### config.mk
export PLATFORM = sky130hd
export DESIGN_NAME = pipeline_mult_arbiter_flat
export DESIGN_NICKNAME = d
export VERILOG_FILES = /design/src/rtl/pipeline_mult_arbiter_if.sv /design/src/rtl/pipeline_mult_arbiter.sv /design/src/flat_wrapper.sv
export SDC_FILE = /design/constraint.sdc
export NUM_CORES = 1
export LEC_CHECK = 0
export ABC_AREA = 1
export BUFFER_PORTS_ARGS = -buffer_cell sky130_fd_sc_hd__buf_2
export CAP_MARGIN = 25
export CORE_MARGIN = 1
export CORE_UTILIZATION = 35
export CTS_BUF_LIST = sky130_fd_sc_hd__clkbuf_4 sky130_fd_sc_hd__clkbuf_8
export DETAILED_ROUTE_END_ITERATION = 12
export GPL_ROUTABILITY_DRIVEN = 0
export MAX_ROUTING_LAYER = met4
export SETUP_SLACK_MARGIN = 0.15
export SLEW_MARGIN = 5
export SYNTH_ARGS = -nofsm -noshare
export SYNTH_HDL_FRONTEND = slang
export SYNTH_SLANG_ARGS = --single-unit
### constraint.sdc
create_clock -name clk -period 2.25 [get_ports clk]
set_input_delay 0.45 -clock clk [delete_from_list [all_inputs] [get_ports clk]]
set_output_delay 0.45 -clock clk [all_outputs]
set_load 0.005 [all_outputs]
### src/rtl/pipeline_mult_arbiter_if.sv
// Bundles the requester, multiplier and result signals of the shared-multiplier arbiter.
// The arbiter is the slave side; the surrounding system (requesters, multiplier, sink) is the master side.
interface pipeline_mult_arbiter_if #(
    parameter int NUM_REQ = 4,
    parameter int ID_W    = 2
);
    logic [NUM_REQ-1:0]   req_valid;
    logic [NUM_REQ-1:0]   req_ready;
    logic [4*NUM_REQ-1:0] req_a;
    logic [4*NUM_REQ-1:0] req_b;

    logic [3:0]           mul_a;
    logic [3:0]           mul_b;
    logic                 mul_en;
    logic [7:0]           mul_y;

    logic                 res_valid;
    logic [7:0]           res_data;
    logic [ID_W-1:0]      res_id;
    logic                 res_ready;

    logic                 drain_req;
    logic                 drained;
    logic [ID_W:0]        inflight;

    modport master (
        output req_valid, req_a, req_b, mul_y, res_ready, drain_req,
        input  req_ready, mul_a, mul_b, mul_en, res_valid, res_data, res_id,
               drained, inflight
    );

    modport slave (
        input  req_valid, req_a, req_b, mul_y, res_ready, drain_req,
        output req_ready, mul_a, mul_b, mul_en, res_valid, res_data, res_id,
               drained, inflight
    );
endinterface

### src/rtl/pipeline_mult_arbiter.sv
// Round-robin arbiter sharing one enable-gated 4x4 pipelined multiplier among NUM_REQ requesters,
// with a requester-ID shadow pipeline, result back-pressure and a drain mode.
module pipeline_mult_arbiter #(
    parameter int NUM_REQ = 4,
    parameter int ID_W    = 2,
    parameter int LATENCY = 3
) (
    input  logic                   clk,
    input  logic                   reset,
    pipeline_mult_arbiter_if.slave bus
);

    typedef enum logic {
        ST_RUN   = 1'b0,
        ST_DRAIN = 1'b1
    } state_t;

    state_t              state_reg;
    state_t              state_next;
    logic [ID_W-1:0]     rr_ptr_reg;
    logic [ID_W-1:0]     rr_ptr_next;
    logic [LATENCY:1]    v_reg;
    logic [ID_W-1:0]     id_reg [1:LATENCY];

    logic                stall;
    logic                advance;
    logic                issue;
    logic                any_hit;
    logic [ID_W-1:0]     grant_id;
    logic [ID_W:0]       inflight_cnt;

    logic [ID_W:0]       cand_sum [NUM_REQ];
    logic [ID_W-1:0]     cand     [NUM_REQ];
    logic [NUM_REQ-1:0]  hit;

    // Candidate gi is the requester gi places after rr_ptr, wrapped into 0..NUM_REQ-1.
    genvar gi;
    generate
        for (gi = 0; gi < NUM_REQ; gi++) begin : g_cand
            assign cand_sum[gi] = {1'b0, rr_ptr_reg} + (ID_W+1)'(gi);
            assign cand[gi]     = (cand_sum[gi] >= (ID_W+1)'(NUM_REQ))
                                ? ID_W'(cand_sum[gi] - (ID_W+1)'(NUM_REQ))
                                : cand_sum[gi][ID_W-1:0];
            assign hit[gi]      = bus.req_valid[cand[gi]];
        end
    endgenerate

    always_comb begin
        any_hit  = 1'b0;
        grant_id = '0;
        for (int i = NUM_REQ - 1; i >= 0; i--) begin
            if (hit[i]) begin
                any_hit  = 1'b1;
                grant_id = cand[i];
            end
        end
    end

    assign stall   = v_reg[LATENCY] & ~bus.res_ready;
    assign advance = ~stall;

    // State register
    always_ff @(posedge clk or negedge reset) begin
        if (!reset) begin
            state_reg <= ST_RUN;
        end else begin
            state_reg <= state_next;
        end
    end

    // Next-state logic
    always_comb begin
        state_next = state_reg;
        case (state_reg)
            ST_RUN:   if (bus.drain_req)  state_next = ST_DRAIN;
            ST_DRAIN: if (!bus.drain_req) state_next = ST_RUN;
            default:  state_next = ST_RUN;
        endcase
    end

    // Output logic; reset also gates issue so no grant is shown while reset is held.
    always_comb begin
        issue       = reset & (state_reg == ST_RUN) & ~bus.drain_req & advance & any_hit;
        bus.drained = (state_reg == ST_DRAIN) & (inflight_cnt == '0);
    end

    always_comb begin
        bus.req_ready = '0;
        bus.mul_a     = 4'd0;
        bus.mul_b     = 4'd0;
        if (issue) begin
            bus.req_ready[grant_id] = 1'b1;
            bus.mul_a = bus.req_a[{grant_id, 2'b00} +: 4];
            bus.mul_b = bus.req_b[{grant_id, 2'b00} +: 4];
        end
    end

    always_comb begin
        rr_ptr_next = rr_ptr_reg;
        if (issue) begin
            rr_ptr_next = (grant_id == ID_W'(NUM_REQ - 1)) ? '0 : grant_id + 1'b1;
        end
    end

    always_ff @(posedge clk or negedge reset) begin
        if (!reset) begin
            rr_ptr_reg <= '0;
        end else begin
            rr_ptr_reg <= rr_ptr_next;
        end
    end

    // Shadow tags move only on the edges where the multiplier itself advances.
    always_ff @(posedge clk or negedge reset) begin
        if (!reset) begin
            v_reg <= '0;
            for (int k = 1; k <= LATENCY; k++) begin
                id_reg[k] <= '0;
            end
        end else if (advance) begin
            for (int k = LATENCY; k >= 2; k--) begin
                v_reg[k]  <= v_reg[k-1];
                id_reg[k] <= id_reg[k-1];
            end
            v_reg[1]  <= issue;
            id_reg[1] <= grant_id;
        end
    end

    always_comb begin
        inflight_cnt = '0;
        for (int k = 1; k <= LATENCY; k++) begin
            inflight_cnt = inflight_cnt + (ID_W+1)'(v_reg[k]);
        end
    end

    assign bus.inflight  = inflight_cnt;
    assign bus.mul_en    = advance;
    assign bus.res_valid = v_reg[LATENCY];
    assign bus.res_id    = id_reg[LATENCY];
    assign bus.res_data  = bus.mul_y;

endmodule
### src/flat_wrapper.sv
// flat-port wrapper written by rule: the top's interface ports become plain ports
module pipeline_mult_arbiter_flat 
#(
    parameter int NUM_REQ = 4,
    parameter int ID_W    = 2,
    parameter int LATENCY = 3
)
  (clk, reset, bus_req_valid, bus_req_a, bus_req_b, bus_mul_y, bus_res_ready, bus_drain_req, bus_req_ready, bus_mul_a, bus_mul_b, bus_mul_en, bus_res_valid, bus_res_data, bus_res_id, bus_drained, bus_inflight);
  pipeline_mult_arbiter_if #(.NUM_REQ(NUM_REQ), .ID_W(ID_W)) bus_i ();
  input  logic clk;
  input  logic reset;
  input wire logic [$bits(bus_i.req_valid)-1:0] bus_req_valid;
  input wire logic [$bits(bus_i.req_a)-1:0] bus_req_a;
  input wire logic [$bits(bus_i.req_b)-1:0] bus_req_b;
  input wire logic [$bits(bus_i.mul_y)-1:0] bus_mul_y;
  input wire logic [$bits(bus_i.res_ready)-1:0] bus_res_ready;
  input wire logic [$bits(bus_i.drain_req)-1:0] bus_drain_req;
  output wire logic [$bits(bus_i.req_ready)-1:0] bus_req_ready;
  output wire logic [$bits(bus_i.mul_a)-1:0] bus_mul_a;
  output wire logic [$bits(bus_i.mul_b)-1:0] bus_mul_b;
  output wire logic [$bits(bus_i.mul_en)-1:0] bus_mul_en;
  output wire logic [$bits(bus_i.res_valid)-1:0] bus_res_valid;
  output wire logic [$bits(bus_i.res_data)-1:0] bus_res_data;
  output wire logic [$bits(bus_i.res_id)-1:0] bus_res_id;
  output wire logic [$bits(bus_i.drained)-1:0] bus_drained;
  output wire logic [$bits(bus_i.inflight)-1:0] bus_inflight;
  assign bus_i.req_valid = bus_req_valid;
  assign bus_i.req_a = bus_req_a;
  assign bus_i.req_b = bus_req_b;
  assign bus_i.mul_y = bus_mul_y;
  assign bus_i.res_ready = bus_res_ready;
  assign bus_i.drain_req = bus_drain_req;
  assign bus_req_ready = bus_i.req_ready;
  assign bus_mul_a = bus_i.mul_a;
  assign bus_mul_b = bus_i.mul_b;
  assign bus_mul_en = bus_i.mul_en;
  assign bus_res_valid = bus_i.res_valid;
  assign bus_res_data = bus_i.res_data;
  assign bus_res_id = bus_i.res_id;
  assign bus_drained = bus_i.drained;
  assign bus_inflight = bus_i.inflight;
  pipeline_mult_arbiter #(.NUM_REQ(NUM_REQ), .ID_W(ID_W), .LATENCY(LATENCY)) u_core (.clk(clk), .reset(reset), .bus(bus_i));
endmodule
# Word level (Yosys, flattened, before mapping)
# Cells that the tools add are included.
[classes]
n_reduce_logical = 2
order_cmp = 10
muxes = 27
n_addsub = 10
bitwise = 10
shifts = 2
eq_ne = 1
[op_table]
columns = ["operator", "n"]
rows = [
  ["16-bit by 5-bit variable part select with 4-bit output", 2],
  ["2-bit two-way mux", 9],
  ["2-bit by 3-bit < comparator with 1-bit output, second input constant", 5],
  ["4-bit two-way mux", 3],
  ["1-bit two-way mux", 10],
  ["3-bit >= comparator, second input constant", 3],
  ["1-bit binary-select mux with 2-bit select", 4],
  ["2-bit by 1-bit subtractor with 2-bit output, second input constant", 4],
  ["2-bit by 2-bit adder with 3-bit output, second input constant", 2],
  ["1-bit AND", 6],
  ["1-bit NOT", 4],
  ["2-bit by 1-bit adder with 3-bit output, second input constant", 1],
  ["3-bit by 1-bit adder with 3-bit output", 1],
  ["2-bit by 3-bit >= comparator with 1-bit output, second input constant", 1],
  ["3-bit logical NOT", 1],
  ["1-bit by 1-bit adder with 2-bit output", 1],
  ["2-bit by 1-bit adder with 2-bit output, second input constant", 1],
  ["1-bit demux with 2-bit select", 1],
  ["2-bit equality test, second input constant", 1],
  ["2-bit by 1-bit >= comparator with 1-bit output, second input constant", 1],
  ["1-bit logical AND", 1],
]
[totals]
out_inout_bits = 28
ff_bits = 12
wordCells = 68
input_bits = 48

# Depth between registers and ports, before layout
[depth]
ltp_word = 14
mapped_depth = 14
ltp_nobuf = 12

# Least setup slack after synthesis
# No wires, ideal clock.
[synth_path]
kind = "register to output"
startpoint = "register u_core.rr_ptr_reg[0]"
endpoint = "output port bus_req_ready[1]"
slack_ns = 0.167
path_buffers = 2
stages_incl_launch_ff = 14
t_arrival_ns = 1.633
path_cell_list = "dfrtp_1 > buf_6 > inv_8 > nand2_1 > nand2_2 > nand2_4 > nand3_4 > nand3_4 > nand2_8 > buf_6 > inv_1 > ha_1 > inv_1 > nor2_1"
[synth_between]
elab_chain_cells = 14
elab_cells_between_ends = 38
[synth_lines]
columns = ["element", "line_no", "source"]
rows = [
  ["from (decl)", "pipeline_mult_arbiter.sv:20", "logic [ID_W-1:0] rr_ptr_reg;"],
  ["from (signal assigned)", "pipeline_mult_arbiter.sv:109", "rr_ptr_reg <= rr_ptr_next;"],
  ["2-bit by 2-bit adder with 3-bit output", "pipeline_mult_arbiter.sv:40", "assign cand_sum[gi] = {1'b0, rr_ptr_reg} + (ID_W+1)'(gi);"],
  ["3-bit >= comparator or 2-bit by 1-bit subtractor with 2-bit output (tied branches)", "pipeline_mult_arbiter.sv:41, pipeline_mult_arbiter.sv:42", ""],
  ["2-bit two-way mux", "pipeline_mult_arbiter.sv:42", "? ID_W'(cand_sum[gi] - (ID_W+1)'(NUM_REQ))"],
  ["1-bit binary-select mux with 2-bit select", "pipeline_mult_arbiter.sv:44", "assign hit[gi] = bus.req_valid[cand[gi]];"],
  ["1-bit two-way mux (implied by the code)", "pipeline_mult_arbiter.sv:44", ""],
  ["2-bit two-way mux (3 in a row)", "pipeline_mult_arbiter.sv:52", "if (hit[i]) begin"],
  ["2-bit two-way mux *", "pipeline_mult_arbiter.sv:52", ""],
  ["net u_core.grant_id[0]", "pipeline_mult_arbiter.sv:29", "logic [ID_W-1:0] grant_id;"],
  ["2-bit by 3-bit < comparator with 1-bit output (implied by the code) or 2-bit by 1-bit >= comparator with 1-bit output (tied branches)", "pipeline_mult_arbiter.sv:92", "bus.req_ready[grant_id] = 1'b1;"],
  ["1-bit logical AND (implied by the code)", "pipeline_mult_arbiter.sv:92", ""],
  ["1-bit two-way mux (implied by the code)", "pipeline_mult_arbiter.sv:92", ""],
  ["1-bit demux with 2-bit select *", "-", ""],
  ["4-bit two-way mux *", "pipeline_mult_arbiter.sv:91", "if (issue) begin"],
  ["to (decl)", "flat_wrapper.sv:18", "output wire logic [$bits(bus_i.req_ready)-1:0] bus_req_ready;"],
]
# The timed path passes the listed nets; every way through them passes the cells marked *. The select of a mux whose other input is x is not followed.

# Worst setup path after layout
[layout_path]
startpoint = "register u_core.rr_ptr_reg[0]"
endpoint = "output port bus_mul_b[3]"
[layout_between]
elab_chain_cells = 11
elab_cells_between_ends = 34
[layout_lines]
columns = ["element", "line_no", "source"]
rows = [
  ["2-bit by 2-bit adder with 3-bit output", "pipeline_mult_arbiter.sv:40", ""],
  ["3-bit >= comparator or 2-bit by 1-bit subtractor with 2-bit output (tied branches)", "pipeline_mult_arbiter.sv:41, pipeline_mult_arbiter.sv:42", ""],
  ["2-bit two-way mux", "pipeline_mult_arbiter.sv:42", ""],
  ["1-bit binary-select mux with 2-bit select", "pipeline_mult_arbiter.sv:44", ""],
  ["1-bit two-way mux (implied by the code)", "pipeline_mult_arbiter.sv:44", ""],
  ["2-bit two-way mux or 1-bit two-way mux (tied branches) (4 in a row)", "pipeline_mult_arbiter.sv:52", ""],
  ["16-bit by 5-bit variable part select with 4-bit output or 1-bit AND (tied branches)", "pipeline_mult_arbiter.sv:94, pipeline_mult_arbiter.sv:83", ""],
  ["4-bit two-way mux *", "pipeline_mult_arbiter.sv:91", ""],
  ["to (decl)", "flat_wrapper.sv:20", "output wire logic [$bits(bus_i.mul_b)-1:0] bus_mul_b;"],
]
# Every way passes the cells marked *; elsewhere a longest branch is shown, timed or not. The select of a mux whose other input is x is not followed.

==> out/metrics.cfg <==
[sta]
final-hold-violation-count = 0
fin_ws_ns = -0.172
fmax_mhz = 413
finalSetupViolations = 12
final.setup_skew_ns = 0.00333
drv_slew = 0
period_minus_slack_ns = 2.42
tightest_slew_ns = 0.274
hold_ws_ns = 0.139
fin_crit_sh_pct = 108
maxSlewHeadroom_pct = 81.6
rsz0062_at_grt = true
setup-tns-final_ns = -1.66

[flow_run]
drv_cap = 0

[grt]
antenna_found_initial = 0
globalRouteOverflowTotal = 0
grt_max_degree = 21
grt.total_usage_pct = 17.4
grt_pass1_vias = 1319
grt_pass1_wl_mm = 5.71

[yosys]
synth_commonest_cells = nand2_1, inv_1, nand3_1
synth_ff_type = dfrtp_1
avgSynthCellArea_um2 = 7.03
seq_area_frac_synth_pct = 20.7
yosys.area.top_type_share_pct = 20.7
synth_area_mm2 = 0.00145
synth-edff-count = 0
synth.net_count = 262
netlist_instances = 206
yosys.area.top_type = dfrtp_1
synth_seq_cells = 12
ys_async_sr_fraction_pct = 100
yosysMostFrequentCell = nand2_1
synth.distinct_cells = 29
ys_warn_count = 0
ys_top_cells_by_area = dfrtp_1, nand2_1, inv_1

[worst_hold_path]
hp-class = primary input to async pin

[critical_path]
arrival_ns = 1.97
cp_max_fo = 16
cp_data_required_time_ns = 1.80
startpoint = u_core.rr_ptr_reg[0]
end_kind = output port
r2r-start = u_core.rr_ptr_reg[0]
critPathLaunchType = flip-flop
criticalPathCategory = flip-flop to output port

[pwr]
intPower_w = 0.00142
power_switching_w = 0.00151
power-per-cell-area_mw_per_mm2 = 1390
power_frac_seq_pct = 12.9
p_leak_nw = 1.19
peakVddDrop_mv = 0.613
clock_power_share_pct = 6.5
p_sw_share_pct = 51.5
combPwrFrac_pct = 80.6

[detailed_routing]
ant_nets = 0
drcViolationCount = 0
drt_iter0_drc = 26
wl_per_cell_um = 10.7
avgViaCountPerCell = 4.60
firstDrtPassIters = 4
vias = 1489
postRouteWirelength_mm = 3.47

[die]
start_util_pct = 36.5
dieHeight_um = 66.3
die-area_mm2 = 0.00440
io_pins = 76
fp-row-count = 23
dieWidth_um = 66.3
core_mm2 = 0.00397

[cts]
clock_path_buffers = 2
cts_buffers = 3
cts_hold_repair.buffers = 0
clock-root-buffer = clkbuf_8
htree_levels = 1
cts_tree = built
cts_sinks = 12
clock_latency_ns = 0.24
clkTransAtPathRegs_ns = 0.05

[cells_and_area]
nets = 332
fin_util_pct = 53.1
syn2layout_area_growth_pct = 45.6
multi_input_area_mm2 = 0.00104
fillCellCount = 375
drive_above_1_share_pct = 51.1
final-seq-area_um2 = 302
diodes = 0
largest_reg_flops = 4

[outcome]
status = finished with violations
violations = setup timing

[place]
portBuffers = 59
dp_worst_setup_slack_ns = -0.0426
place_hpwl_mm = 2.54

timing repair:
| action | in CTS | in global routing |
|---|---|---|
| setup buffers | 5 | 4 |
| cloned | 1 | 0 |
| pin swaps | 12 | 13 |
| resized for setup | 23 | 26 |
| endpoints found under the setup margin | 13 | 13 |
routing by layer:
layer  wire length (um)  vias up  track usage, %
met5                  0        -               -
met4                 46        0            5.85
met3                199        5            2.59
met2               1720       62            31.1
met1               1510      653            19.7
li1                   -      769               -
cell usage in the layout (no fill, tap or decap), types with 2 or more instances in the layout:
cell type  instances
nand3_4            3
nand2_8            3
nand3b_1           8
dfrtp_1           11
o21ai_0            6
a21oi_1            5
buf_12             3
buf_4             16
ha_1               5
nor2_4             2
nand2_1           30
buf_6              2
nand2_4           15
nand3_1           22
a21oi_2            4
buf_2             59
nor2_1             6
nand3_2            6
inv_1             36
inv_4              3
clkbuf_8           3
nand2_2           13
cell families after synthesis:
group           count (synthesis)  share of synthesized area (%)
fa+ha+maj                       8                           7.43
simple gates                  110                           43.6
compound gates                 19                           8.04
buf+inv                        57                           20.2
flops                          12                           20.7
path summary, 6_finish.rpt:
path / endpoint / slack, ns / cells after the start
worst max-delay path: bus_mul_b[3] / -0.17 / 12
min in group clk: u_core.state_reg / 0.34 / 1
max in group asynchronous: u_core.rr_ptr_reg[0] / 1.95 / 2
worst min-delay path: u_core.state_reg / 0.14 / 2
worst max register to register: u_core.rr_ptr_reg[1] / 0.34 / 12
worst min register to register: u_core.id_reg[2] / 0.47 / 2
power by group through the flow:
| stage | clock (W) | sequential (W) | combinational, W |
|---|---|---|---|
| after floorplan | 0 | 0.000345 | 0.00145 |
| after CTS | 0.000195 | 0.000373 | 0.00216 |
| final | 0.000191 | 0.000378 | 0.00236 |
| after detailed placement | 0 | 0.000379 | 0.00186 |
| after global placement | 0 | 0.000376 | 0.00183 |
| after global routing | 0.000207 | 0.000393 | 0.00261 |
metrics by stage:
stage               power, W  cell area [um2]  std cells
floorplan            0.00180             1450        206
global placement     0.00221             1790        311
detailed placement   0.00223             1790        311
CTS                  0.00272             1960        320
global route         0.00321             2110        324
finish               0.00293             2110        324
area by class of cell:
| class | instances | area share [%] |
|---|---|---|
| multi-input cells | 138 | 49.1 |
| repair buffers | 80 | 23.6 |
| inverters | 41 | 8.01 |
| flip-flops and latches | 12 | 14.3 |
| well taps | 50 | 2.97 |
| clock buffers | 3 | 1.96 |
worst max-delay path, cell delays in order, from the launching register on:
cell and delay, ns:
dfrtp_2 0.50, inv_8 0.09, nand2_4 0.07, nand3_2 0.10, nand2_2 0.10, nand3_4 0.09, nand2_4 0.10, nand2_8 0.07
buf_12 0.15, nand3_1 0.07, nand3_1 0.10, a21oi_2 0.16, buf_2 0.13
(Power assumes the default switching activity.)
